### src/rtl/im_loader.sv
// -----------------------------------------------------------------------------
// im_loader
//
// Boot-time writer for the word-addressed instruction memory. A load request
// (start, start_addr, word_cnt) is range-checked against the IM window. Once it
// is accepted, the loader collects a big-endian byte stream into 32-bit words
// and writes each word at consecutive word addresses. busy holds the CPU off
// while a load runs, done pulses at the end, and err flags a rejected request.
//
// Ports
//   clk         system clock, rising edge
//   rst         synchronous active-high reset
//   start       one-cycle load request, sampled only while idle
//   start_addr  first word address (byte address bits [15:2])
//   word_cnt    number of words to load, 0 is legal
//   in_valid    in_byte carries a byte this cycle
//   in_byte     stream byte, first byte is the MSB of a word
//   in_ready    loader accepts a byte this cycle
//   we          IM write enable, one pulse per word
//   waddr       IM write word address
//   wdata       IM write data
//   busy        load in progress
//   done        one-cycle pulse after the last word (or a zero-length load)
//   err         sticky range error, cleared by the next accepted start
// -----------------------------------------------------------------------------
module im_loader #(
  parameter logic [13:0] BASE_WORD = 14'h0c00,
  parameter int          DEPTH     = 2048,
  parameter int          CNT_W     = 12
) (
  input  logic             clk,
  input  logic             rst,
  input  logic             start,
  input  logic [13:0]      start_addr,
  input  logic [CNT_W-1:0] word_cnt,
  input  logic             in_valid,
  input  logic [7:0]       in_byte,
  output logic             in_ready,
  output logic             we,
  output logic [13:0]      waddr,
  output logic [31:0]      wdata,
  output logic             busy,
  output logic             done,
  output logic             err
);

  // The sum of offset and count must not wrap, so it is one bit wider than
  // the wider of its two operands.
  localparam int               SUM_W   = ((CNT_W > 14) ? CNT_W : 14) + 1;
  localparam logic [SUM_W-1:0] DEPTH_S = SUM_W'(DEPTH);
  localparam logic [CNT_W-1:0] CNT_ONE = {{(CNT_W-1){1'b0}}, 1'b1};

  typedef enum logic [1:0] {
    ST_IDLE  = 2'd0,
    ST_LOAD  = 2'd1,
    ST_WRITE = 2'd2,
    ST_FIN   = 2'd3
  } state_t;

  // A start_addr below BASE_WORD wraps to a huge offset, so it is rejected
  // by the same comparison that catches overruns past the top.
  function automatic logic range_ok(input logic [13:0]      addr,
                                    input logic [CNT_W-1:0] cnt);
    logic [13:0]      off;
    logic [SUM_W-1:0] last;
    off  = addr - BASE_WORD;
    last = SUM_W'(off) + SUM_W'(cnt);
    return (last <= DEPTH_S);
  endfunction

  // Insert byte number idx into its big-endian lane of the word.
  function automatic logic [31:0] place_byte(input logic [31:0] word,
                                             input logic [1:0]  idx,
                                             input logic [7:0]  b);
    logic [31:0] r;
    r = word;
    case (idx)
      2'd0:    r[31:24] = b;
      2'd1:    r[23:16] = b;
      2'd2:    r[15:8]  = b;
      2'd3:    r[7:0]   = b;
      default: r        = word;
    endcase
    return r;
  endfunction

  state_t           state_q, state_d;
  logic [13:0]      waddr_q, waddr_d;
  logic [31:0]      wdata_q, wdata_d;
  logic [31:0]      shift_q, shift_d;
  logic [CNT_W-1:0] remaining_q, remaining_d;
  logic [1:0]       byte_idx_q, byte_idx_d;
  logic             we_q, we_d;
  logic             busy_q, busy_d;
  logic             done_q, done_d;
  logic             err_q, err_d;
  logic [31:0]      word_next;

  // Next-state and next-output computation for the load sequencer.
  always_comb begin
    state_d     = state_q;
    waddr_d     = waddr_q;
    wdata_d     = wdata_q;
    shift_d     = shift_q;
    remaining_d = remaining_q;
    byte_idx_d  = byte_idx_q;
    we_d        = 1'b0;
    busy_d      = busy_q;
    err_d       = err_q;
    // done follows FIN by one edge, so it rises together with busy falling.
    done_d      = (state_q == ST_FIN);
    word_next   = place_byte(shift_q, byte_idx_q, in_byte);

    case (state_q)
      ST_IDLE: begin
        if (start) begin
          if (!range_ok(start_addr, word_cnt)) begin
            err_d   = 1'b1;
            state_d = ST_IDLE;
          end else if (word_cnt == {CNT_W{1'b0}}) begin
            err_d   = 1'b0;
            state_d = ST_FIN;
          end else begin
            err_d       = 1'b0;
            waddr_d     = start_addr;
            remaining_d = word_cnt;
            byte_idx_d  = 2'd0;
            shift_d     = 32'h0000_0000;
            busy_d      = 1'b1;
            state_d     = ST_LOAD;
          end
        end else begin
          state_d = ST_IDLE;
        end
      end

      ST_LOAD: begin
        if (in_valid) begin
          if (byte_idx_q == 2'd3) begin
            wdata_d    = word_next;
            shift_d    = 32'h0000_0000;
            byte_idx_d = 2'd0;
            we_d       = 1'b1;
            state_d    = ST_WRITE;
          end else begin
            shift_d    = word_next;
            byte_idx_d = byte_idx_q + 2'd1;
          end
        end else begin
          state_d = ST_LOAD;
        end
      end

      ST_WRITE: begin
        waddr_d     = waddr_q + 14'd1;
        remaining_d = remaining_q - CNT_ONE;
        byte_idx_d  = 2'd0;
        if (remaining_q == CNT_ONE) begin
          state_d = ST_FIN;
        end else begin
          state_d = ST_LOAD;
        end
      end

      ST_FIN: begin
        busy_d  = 1'b0;
        state_d = ST_IDLE;
      end

      default: begin
        busy_d  = 1'b0;
        state_d = ST_IDLE;
      end
    endcase
  end

  // State and output registers with synchronous reset.
  always_ff @(posedge clk) begin
    if (rst) begin
      state_q     <= ST_IDLE;
      waddr_q     <= 14'h0000;
      wdata_q     <= 32'h0000_0000;
      shift_q     <= 32'h0000_0000;
      remaining_q <= {CNT_W{1'b0}};
      byte_idx_q  <= 2'd0;
      we_q        <= 1'b0;
      busy_q      <= 1'b0;
      done_q      <= 1'b0;
      err_q       <= 1'b0;
    end else begin
      state_q     <= state_d;
      waddr_q     <= waddr_d;
      wdata_q     <= wdata_d;
      shift_q     <= shift_d;
      remaining_q <= remaining_d;
      byte_idx_q  <= byte_idx_d;
      we_q        <= we_d;
      busy_q      <= busy_d;
      done_q      <= done_d;
      err_q       <= err_d;
    end
  end

  assign in_ready = (state_q == ST_LOAD);
  assign we       = we_q;
  assign waddr    = waddr_q;
  assign wdata    = wdata_q;
  assign busy     = busy_q;
  assign done     = done_q;
  assign err      = err_q;

endmodule
### config.mk
export PLATFORM = sky130hd
export DESIGN_NAME = im_loader
export DESIGN_NICKNAME = d
export VERILOG_FILES = /design/src/rtl/im_loader.sv
export SDC_FILE = /design/constraint.sdc
export NUM_CORES = 1
export LEC_CHECK = 0
export ABC_CLOCK_PERIOD_IN_PS = 10870
export BUFFER_PORTS_ARGS = -buffer_cell sky130_fd_sc_hd__buf_2
export CAP_MARGIN = 20
export CELL_PAD_IN_SITES_DETAIL_PLACEMENT = 1
export CELL_PAD_IN_SITES_GLOBAL_PLACEMENT = 2
export CORE_MARGIN = 2
export CORE_UTILIZATION = 35
export CTS_CLUSTER_SIZE = 12
export DETAILED_ROUTE_END_ITERATION = 7
export PLACE_DENSITY_LB_ADDON = 0.12
export SETUP_SLACK_MARGIN = 0.1
export SLEW_MARGIN = 15
export SYNTH_ARGS = -nofsm -noshare
export SYNTH_HDL_FRONTEND = slang
export SYNTH_SLANG_ARGS = --single-unit
export TNS_END_PERCENT = 5
### constraint.sdc
create_clock -name clk -period 10.87 [get_ports clk]
set_input_delay 2.7175 -clock clk [delete_from_list [all_inputs] [get_ports clk]]
set_output_delay 2.7175 -clock clk [all_outputs]
set_load 0.005 [all_outputs]
[Word-level counts from Yosys, hierarchy flattened]
Index checks and enable logic that the tools add are counted.
Storage, ports and cells
  word-level logic and storage cells: 81
  flip-flop bits (word level): 98
  bits of input ports: 38
  output and inout port bits: 51
Cells by class
  bitwise logic cells: 2
  add/subtract/negate cells: 5
  order comparisons: 1
  reductions and logical operators: 14
  eq/ne operators: 12
  multiplexer cells: 37
Operators with widths (number)
  32-bit 2-to-1 mux: 5
  32-bit case mux with 2 select lines: 1
  14-bit 2-to-1 mux: 3
  12-bit 2-to-1 mux: 3
  8-bit 2-to-1 mux: 4
  14-bit case mux with 2 select lines: 1
  12-bit case mux with 2 select lines: 1
  2-bit 2-to-1 mux: 11
  14-bit by 12-bit adder with 15-bit output: 1
  15-bit by 12-bit <= comparator with 1-bit output (second input constant): 1
  14-bit by 1-bit adder with 14-bit output (second input constant): 1
  14-bit by 12-bit subtractor with 14-bit output (second input constant): 1
  12-bit by 1-bit equality test with 1-bit output (second input constant): 1
  12-bit zero test: 1
  12-bit by 1-bit subtractor with 12-bit output (second input constant): 1
  5-bit AND reduction: 2
  2-bit equality test (second input constant): 4
  2-bit inequality test (second input constant): 4
  2-bit case mux with 4 select lines: 1
  4-bit AND reduction: 2
  2-bit case mux with 3 select lines: 1
  2-bit nonzero test: 3
  1-bit 2-to-1 mux: 5
  2-bit by 1-bit equality test with 1-bit output (second input constant): 2
  9 further kinds: 11

[Longest topological paths before layout]
Gate-level depths: netlist (run 1).
  word-level depth: 6
  depth in mapped cells: 12
  mapped depth without buffers: 10

[Least setup slack after synthesis (run 1)]
Ideal clock, no wire load.
  path type: input to register
  start: input port start_addr[4]
  end: register remaining_q[11]
  stages on the path: 11
  arrival time: 5.447 ns
  setup slack: 5.291 ns
  setup time: 0.132 ns
  cells stage by stage: ha_1 -> a21o_1 -> a31o_2 -> o211a_1 -> or4_1 -> a2111o_1 -> a311o_1 -> buf_6 -> buf_4 -> o21ai_0 -> a21oi_1
Between the ends
  longest elaborated chain between the ends: 5
Ends and longest elaborated chain
  start, declared: line 34  | input logic [13:0] start_addr,
  14-bit by 12-bit subtractor with 14-bit output: line 66  | off = addr - BASE_WORD;
  14-bit by 12-bit adder with 15-bit output: line 67  | last = SUM_W'(off) + SUM_W'(cnt);
  15-bit by 12-bit <= comparator with 1-bit output: line 68  | return (last <= DEPTH_S);
  2-bit inequality test (no source line)
  4-bit AND reduction (no source line)
  end signal, assigned: line 184  | remaining_q <= {CNT_W{1'b0}};
  end signal, assigned: line 195  | remaining_q <= remaining_d;
  end, declared: line 91  | logic [CNT_W-1:0] remaining_q, remaining_d;
Every way passes these cells.
A chain may end at the register's enable or synchronous reset.

[Worst setup path after layout (run 1)]
  start: input port start_addr[4]
  end: register shift_q[8]
Between the ends
  longest elaborated chain between the ends: 5
Ends and longest elaborated chain
  14-bit by 12-bit subtractor with 14-bit output: line 66
  14-bit by 12-bit adder with 15-bit output: line 67
  15-bit by 12-bit <= comparator with 1-bit output: line 68
  2-bit inequality test (no source line)
  5-bit AND reduction (no source line)
  end signal, assigned: line 194  | shift_q <= shift_d;
  end, declared: line 90  | logic [31:0] shift_q, shift_d;
Every way passes these cells.

==> results.md, run 1 <==
Job:
- The reported max-cap violation count is 0.

Detailed routing:
- After detailed routing, the average wire length per cell comes to 18.9 um.
- After the first detailed-routing iteration, the DRC count stood at 226.
- The via count normalized by instance count is 5.67.
- The routed design has 15.3 mm of wire.
- The DRC violation count after routing is 0.
- The post-detailed-route count of antenna-violating nets is 0.
- Detailed routing inserted a total of ~4600 vias.
- The first detailed-routing pass ran for 4 iterations.

Yosys:
- Sequential elements use between 30% and 40% of the synthesized area.
- The number of synthesized flops with an enable pin is 0.
- In the post-synthesis netlist, the biggest area contributors are sky130_fd_sc_hd__dfxtp_1 38%, sky130_fd_sc_hd__a21oi_1 6.7%, sky130_fd_sc_hd__mux2i_1 5.9%, sky130_fd_sc_hd__ha_1 5.5%, sky130_fd_sc_hd__a22o_1 4.6%.
- Of all flip-flops after synthesis, the portion carrying an async set or reset was 0%.
- The cell area after synthesis is ~0.0048 mm^2.
- During synthesis, Yosys emitted a total of 0 warnings.
- The most numerous cell in the Yosys netlist is sky130_fd_sc_hd__dfxtp_1.
- By count the netlist is led by 90 x sky130_fd_sc_hd__dfxtp_1, 64 x sky130_fd_sc_hd__a21oi_1, 53 x sky130_fd_sc_hd__nor2_1, 40 x sky130_fd_sc_hd__nand2_1, 28 x sky130_fd_sc_hd__mux2i_1.
- The fraction of synthesized cell area taken by the top area cell type is between 30% and 40%.
- The post-synthesis area per instance is between 8 and 9 um^2.
- The synthesized design contains 90 register bits.
- Among all flip-flop cells after synthesis, the most frequent one is sky130_fd_sc_hd__dfxtp_1.
- In this run, distinct cell masters in the synthesized netlist total 57.
- Summed over all instances, the cell type with the most area after synthesis is sky130_fd_sc_hd__dfxtp_1.
- The cell count after synthesis is between 500 and 600.
- When the netlist entered floorplanning its net count stood at between 600 and 700.

Setup path:
- The cell family contributing the most delay on the critical path is compound AO/OA/AOI/OAI gates.
- The worst reg-to-reg path cell count is 8.
- The critical setup path kind is input pin to flop.
- STA classifies the critical path startpoint as an input pin.
- At the worst endpoint, the required time is approximately 11 ns.
- The slack of the worst reg-to-reg path is approximately 8.4 ns.
- At the worst endpoint, the arrival time is about 6 ns.
- The terminus of the critical flop-to-flop path is remaining_q[8]$_SDFFE_PP0P_.
- Walking the worst path, the cells encountered are buf_2 -> ha_1 -> a21o_1 -> a31o_2 -> o211a_1 -> or4_1 -> a2111o_1 -> a2111oi_4 -> o22ai_1 -> a22o_1.
- Along the worst path, the maximum fanout reaches 8.
- The startpoint of the most critical register-to-register path is state_q[1]$_SDFFE_PP0P_.
- The slowest stage cell on the critical path is sky130_fd_sc_hd__or4_1.
- STA classifies the critical path endpoint as a flop.
- Together, buffers and inverters on the worst path number 1.
- The largest single stage delay on the critical path is 0.48 ns.

Timing:
- Across all setup checks in the final design, the least slack found is 5.18 ns.
- Setup repair after global routing left no endpoint under its margin.
- The setup TNS is 0 ns.
- Setup violations remaining at the end of the flow were counted as 0.
- The shortest period the worst path allows is 5.69 ns.
- After layout, the worst path uses between 50% and 60% of the clock period.
- The clock arrives with between 0.008 and 0.009 ns of skew.
- The maximum clock frequency is ~180 MHz.
- The relative slew slack is 40.9%.
- The count of endpoints failing hold in the final timing report came to 0.
- The final-report max-slew violation count is 0.
- The slew at the pin with the worst max-slew slack is approximately 0.89 ns.

Worst hold path:
- The path category of the worst min-delay check is flop to flop.
- The startpoint identified for the worst hold timing path is wdata[4]$_SDFFE_PP0P_.
- The worst hold path endpoint is wdata[4]$_SDFFE_PP0P_.
- The worst hold path passes through 2 cells.

Global routing:
- The total overflow left after global routing is 0.
- The routing usage on met1 is approximately a quarter.
- The pin count of the biggest net entering global routing is 85.
- The first global-routing pass estimated approximately 25 mm of wire.
- The met2 usage in global routing is 36.8%.
- The highest-utilization routing layer at the global route stage is met2.
- Global routing used 21.3% of the available tracks across all layers.
- The number of antenna violations at the first check in global routing is 1.
- Global routing used 3.30% of the available met3 tracks.
- The via count of the first global-routing pass is ~4700.

Placed design:
- The count of buffers from port buffering is between 80 and 90.
- The final weighted congestion of routability-driven global placement is 0.829.
- Detailed placement ended at an HPWL of around 11 mm.
- The setup slack after placement is approximately 4.8 ns.
- After detailed placement, the total cell area comes to approximately 0.0053 mm^2.

Power and ir drop:
- The power per cell area is approximately 140 mW/mm^2.
- VDD sags by at most roughly 0.085 mV.
- The total power of the final layout is slightly above 800 uW.
- The total leakage power is between 2 and 2.5 nW.

Cells and area:
- The final design instance area without fill is between 0.005 and 0.006 mm^2.
- The layout overhead on the synthesized area is 18.5%.
- The diode insertion count for antenna repair is 0.
- The count of fill cells added during filler insertion is 1609.
- The utilization of the core after routing is 42.5%.
- The proportion of layout cells with a drive suffix above 1 is roughly 18%.
- The number of nets in the final layout is 690.

Die:
- The die height is 121 um.
- After floorplanning, the core was sized to cover 0.0133 mm^2.
- The I/O pin count is slightly below 90.
- The count of standard-cell rows is 42.
- The initial core utilization is approximately 36%.
- The horizontal die dimension is 121 um.
- The full die area is about 0.015 mm^2.

CTS:
- The number of hold buffers added after CTS is 0.
- The H-tree generated during clock tree synthesis spans 3 levels.
- The clock-pin slew on the worst setup and hold paths is 0.08 ns.
- The number of buffers added for setup after CTS is 0.
- The master cell of the clock root buffer is sky130_fd_sc_hd__clkbuf_16.
- The count of cells resized by post-cts repair is 0.
- The clock latency at the later pin of the worst-skew pair is around 0.35 ns.
- TritonCTS built the clock tree.
- The maximum number of buffers from clock root to sink is 2.
- CTS saw 90 sinks.
- The number of buffers created by CTS is 9.

Run status:
- The run finished with clean final reports.
==> routing by layer <==
metal / share of wire (%) / vias up
met4: 2.4 / 2
met2: 48 / 85
met1: 46 / 2260
met3: 3.1 / 24
li1: - / 2224
met5: 0.085 / -
==> worst register-to-register path, cell delays in order, from the launching register on <==
cell and delay [ns]:
sky130_fd_sc_hd__dfxtp_1 0.34, sky130_fd_sc_hd__buf_4 0.30, sky130_fd_sc_hd__nor2_1 0.17, sky130_fd_sc_hd__and4_1 0.31, sky130_fd_sc_hd__or2_2 0.30, sky130_fd_sc_hd__a311o_1 0.29
sky130_fd_sc_hd__buf_4 0.27, sky130_fd_sc_hd__o21ai_0 0.26, sky130_fd_sc_hd__a21oi_1 0.10
==> cells in the final DEF, fill, tap and decap left out, types with 2 or more instances in the layout <==
cell	n
sky130_fd_sc_hd__a22oi_1	2
sky130_fd_sc_hd__bufinv_16	2
sky130_fd_sc_hd__or3_1	6
sky130_fd_sc_hd__o41ai_1	3
sky130_fd_sc_hd__a21oi_1	64
sky130_fd_sc_hd__o21ai_0	14
sky130_fd_sc_hd__mux2i_1	28
sky130_fd_sc_hd__nor3_1	21
sky130_fd_sc_hd__a211oi_1	25
sky130_fd_sc_hd__buf_2	88
sky130_fd_sc_hd__and2_1	3
sky130_fd_sc_hd__nand3_1	16
sky130_fd_sc_hd__nand2_1	40
sky130_fd_sc_hd__buf_4	5
sky130_fd_sc_hd__o22ai_1	3
sky130_fd_sc_hd__nor2_1	53
sky130_fd_sc_hd__ha_1	21
sky130_fd_sc_hd__and3_1	6
sky130_fd_sc_hd__o32ai_1	16
sky130_fd_sc_hd__or2_2	3
sky130_fd_sc_hd__inv_6	3
sky130_fd_sc_hd__dfxtp_1	90
sky130_fd_sc_hd__a21o_1	6
sky130_fd_sc_hd__nor4_1	5
sky130_fd_sc_hd__o2111ai_1	2
sky130_fd_sc_hd__and4_1	2
sky130_fd_sc_hd__a22o_1	25
sky130_fd_sc_hd__inv_1	14
sky130_fd_sc_hd__or2_0	3
sky130_fd_sc_hd__o211ai_1	2
sky130_fd_sc_hd__clkbuf_16	9
sky130_fd_sc_hd__xor2_1	4
sky130_fd_sc_hd__nand4_1	2
sky130_fd_sc_hd__a31oi_1	4
sky130_fd_sc_hd__a211o_1	3
sky130_fd_sc_hd__a311oi_1	2
sky130_fd_sc_hd__nand2b_1	16
sky130_fd_sc_hd__xnor2_1	2
==> worst max path at each step <==
| stage | from | to | slack (ns) | cells past startpoint |
|---|---|---|---|---|
| after floorplan | start_addr[4] | remaining_q[11]$_SDFFE_PP0P_ | 5.29 | 11 |
| after global placement | start_addr[4] | shift_q[25]$_SDFFE_PP0P_ | 4.88 | 10 |
| final | start_addr[4] | shift_q[8]$_SDFFE_PP0P_ | 5.18 | 10 |
| after CTS | start_addr[4] | shift_q[18]$_SDFFE_PP0P_ | 5.16 | 10 |
| after detailed placement | start_addr[4] | shift_q[18]$_SDFFE_PP0P_ | 4.80 | 10 |
| after global routing | start_addr[0] | waddr[1]$_SDFFE_PP0P_ | 4.95 | 11 |
==> per-stage QoR <==
| step | hold slack [ns] | std cells |
|---|---|---|
| floorplan | 0.442 | 559 |
| global placement | 0.442 | 795 |
| detailed placement | 0.452 | 795 |
| CTS | 0.463 | 811 |
| global route | 0.478 | 811 |
| finish | 0.461 | 811 |
==> cell families after synthesis <==
kind of cell / after synthesis / synth area share [%]
XOR/XNOR: 6 / 1.10
AND/OR/NAND/NOR: 181 / 18.1
buffers and inverters: 47 / 4.27
adder cells (fa/ha/maj): 22 / 5.92
AO/OA/AOI/OAI: 185 / 27.0
flip-flops: 90 / 37.7
multiplexers: 28 / 5.87
==> power breakdown <==
part           switching, mW  internal, mW
Clock                  0.150         0.206
Sequential           0.00680         0.336
Combinational         0.0727        0.0425
Total                  0.230         0.584
==> final cells by class <==
class	count	area [um^2]	share of cell area, %
well taps	176	220	3.89
clock inverters	7	105	1.86
repair buffers	93	478	8.45
inverters	14	52.6	0.929
multi-input cells	422	2770	49.0
flip-flops and latches	90	1800	31.9
clock buffers	9	225	3.98
==> state kept, by name, summed over array words and instances (netlist names), 2 cells and up <==
signal / cells
byte_idx_q: 2
remaining_q: 12
shift_q: 24
state_q: 2
waddr: 14
wdata: 32
Note: power is estimated with default switching activity, not from simulation.
==> run 2: changes to the inputs <==
- ABC_CLOCK_PERIOD_IN_PS: 10870 -> 5080
- CORE_UTILIZATION: 35 -> 30
- clock period: 10.87 -> 5.08 ns (I/O delays scaled with it)
==> run 2 against run 1 <==
Via count is 0.63% lower. Clock-buffer cell count unchanged. Critical endpoint is now remaining_q[1]$_SDFFE_PP0P_. Routed wire length rose by 3.1%. Non-clock buffer count is 2 higher. Die area up 16%. Clock power rose by 99%. Highest routed layer is now met4. Sequential power grew 110%. Critical path depth up 1. Worst setup slack lost 4.4 ns.
==> results.md, run 2 (synthesis results as in run 1) <==
Run status:
- The run finished with clean final reports.

Timing:
- The final-report max-slew violation count is 0 (unchanged).
- The relative slew slack is 45.9% (+4.9 points).
- The maximum clock frequency is around 230 MHz.
- The setup TNS was 0 ns (unchanged).
- The slew at the pin with the worst max-slew slack is 0.812 ns (-0.0740 ns).
- The final critical path takes up 83.8% of the cycle.
- The count of endpoints failing setup in the final report is 0 (unchanged).
- The worst hold slack is 0.463 ns (+0.00122 ns).
- The shortest period the worst path allows is 4.26 ns.
- The count of endpoints failing hold in the final timing report is 0 (unchanged).
- The worst setup skew after layout is 0.00772 ns (-0.000871 ns).
- Setup repair after global routing left no endpoint under its margin.

Global routing:
- The global-route wire length before repair is 25.4 mm (+3.3%).
- The overall routing resource usage was 19.4% (-1.9 points).
- The number of antenna violations at the first check in global routing is 0 (-1).
- The pin count of the biggest net entering global routing is 57 (-33%).
- The total global routing overflow is 0 (unchanged).
- The via count of the first global-routing pass is 4660 (-1.5%).

Cells and area:
- The number of nets in the final layout came to 692 (+0.29%).
- Relative to the synthesized area, the layout overhead comes to 19.4%.
- The count of fill cells added during filler insertion is 1885 (+17%).
- The register area is 0.00180 mm^2 (unchanged).
- The final design instance area without fill is 0.00570 mm^2 (+0.80%).
- The number of flip-flops in the largest register is 32 (unchanged).
- The proportion of layout cells with a drive suffix above 1 is 18.5% (+0.26 points).
- In the layout the commonest cells are 90 x sky130_fd_sc_hd__dfxtp_1, 88 x sky130_fd_sc_hd__buf_2, 64 x sky130_fd_sc_hd__a21oi_1, 53 x sky130_fd_sc_hd__nor2_1, 40 x sky130_fd_sc_hd__nand2_1.
- The diode insertion count for antenna repair is 0 (unchanged).
- The area of the multi-input gates was 0.00277 mm^2 (unchanged).
- The most common library cell in the layout ignoring fill and taps is sky130_fd_sc_hd__dfxtp_1.

CTS:
- The clock latency at the later pin of the worst-skew pair is 0.35 ns (about the same).
- The level count of the clock H-tree is 3 (unchanged).
- The total number of clock tree sinks is 90 (unchanged).
- The maximum number of buffers from clock root to sink was 2 (unchanged).
- The number of hold buffers added after CTS came to 0 (unchanged).
- The number of buffers created by CTS came to 9 (unchanged).
- The number of buffers added for setup after CTS was 0 (unchanged).
- The CTS tree is built.
- The master cell of the clock root buffer is sky130_fd_sc_hd__clkbuf_16.
- The count of cells resized by post-cts repair came to 0 (unchanged).
- The clock-pin slew on the worst setup and hold paths is 0.07 ns (about the same).

Detailed routing:
- The post-detailed-route count of antenna-violating nets came to 0 (unchanged).
- The wire length on met3 came to 502 um (+5.2%).
- The total wire length after detailed routing is 15.8 mm (+3.1%).
- The total met2 wirelength after detailed routing is 7.19 mm (-1.9%).
- The via count normalized by instance count is 5.35 (-5.5%).
- The number of iterations in the first detailed-routing pass is 4 (unchanged).
- The detailed-route wire length per cell is 18.5 um (-2.0%).
- The number of DRC markers after the initial detailed-route iteration came to 197 (-13%).
- The DRC violation count after routing is 0 (unchanged).
- Signal routing reaches up to met4.
- The via count of the routed design is 4566 (-0.63%).
- The post-route met1 wirelength was 7.85 mm (+10%).

Die:
- The I/O pin count came to 89 (unchanged).
- The die height is 130 um (+7.7%).
- The count of standard-cell rows was 46 (+9.5%).
- The full die area came to 0.0169 mm^2 (+16%).
- The horizontal die dimension is 130 um (+7.7%).
- The initial core utilization is 30.4% (-5.5 points).
- The area of the placeable core came to 0.0157 mm^2 (+18%).

Worst hold path:
- The path category of the worst min-delay check is flop to flop.

Setup path:
- Traced cell by cell, the critical path runs through buf_2 -> ha_1 -> a21o_1 -> a31o_2 -> o211a_1 -> or4_1 -> a2111o_1 -> a311o_1 -> buf_4 -> a211o_1 -> a21oi_1.
- The arrival time at the worst endpoint is 4.53 ns (-1.40 ns).
- The maximum cell stage delay along the critical path was 0.49 ns (about the same).
- The critical setup path kind is input pin to flop.
- STA classifies the critical path endpoint as a flop.
- The slowest stage cell on the critical path is sky130_fd_sc_hd__a2111o_1.
- The required time reported for the critical path endpoint was 5.35 ns (-5.76 ns).
- The worst setup path is launched from an input pin.
- The largest fanout of any net on the critical path is 45 (+37).

Power and ir drop:
- The power per cell area is 297 mW/mm^2 (+110%).
- The total leakage power came to 2.27 nW (about the same).
- The peak supply drop is 0.205 mV (+140%).

Placed design:
- The final weighted congestion of routability-driven global placement came to 0.886 (+6.9%).
- The count of buffers from port buffering is 88 (unchanged).
- The cell area after placement is 0.00539 mm^2 (+1.2%).
- The HPWL reported at the end of detailed placement is 11.7 mm (+9.1%).

Job:
- The reported max-cap violation count is 0 (unchanged).
## run 2: critical path, delay by kind of cell
kind	cells	cell delay (ns)
adder cells (fa/ha/maj)	1	0.37
AND/OR/NAND/NOR	1	0.48
buffers and inverters	2	0.42
AO/OA/AOI/OAI	7	1.98
## run 2: through the flow
step / power [mW] / std cells / util (%) / worst slack (ns)
floorplan: 0.907 / 559 / - / 0.948
global placement: 0.993 / 837 / 34.3 / 0.520
detailed placement: 0.998 / 837 / 34.3 / 0.462
CTS: 1.72 / 853 / 36.3 / 0.833
global route: 1.78 / 853 / 36.3 / 0.650
finish: 1.69 / 853 / 36.3 / 0.823
## run 2: final cells by class
cell class / instances / share of cell area (%)
Multi-Input combinational cell: 422 / 48.6
Tap cell: 216 / 4.74
Timing Repair Buffer: 95 / 8.65
Clock inverter: 7 / 1.49
Clock buffer: 9 / 3.95
Inverter: 14 / 0.922
Sequential cell: 90 / 31.6
## run 2: metal layers
metal	track usage, %	up-vias
met3	3.61	15
met5	0	-
met2	30.8	63
li1	-	2239
met1	26.7	2249
met4	6.14	0
## run 2: worst paths after layout
kind	from	to	slack, ns	cells past startpoint
worst min register to register	wdata[1]$_SDFFE_PP0P_	wdata[1]$_SDFFE_PP0P_	0.46	2
worst max-delay path	start_addr[4]	remaining_q[1]$_SDFFE_PP0P_	0.82	11
worst max register to register	state_q[1]$_SDFFE_PP0P_	remaining_q[1]$_SDFFE_PP0P_	2.67	7
worst min-delay path	wdata[1]$_SDFFE_PP0P_	wdata[1]$_SDFFE_PP0P_	0.46	2
## run 2: report_power, final
part / total, mW / internal, mW / switching, mW
Combinational: 0.247 / 0.0920 / 0.155
Clock: 0.709 / 0.391 / 0.319
Sequential: 0.734 / 0.719 / 0.0153
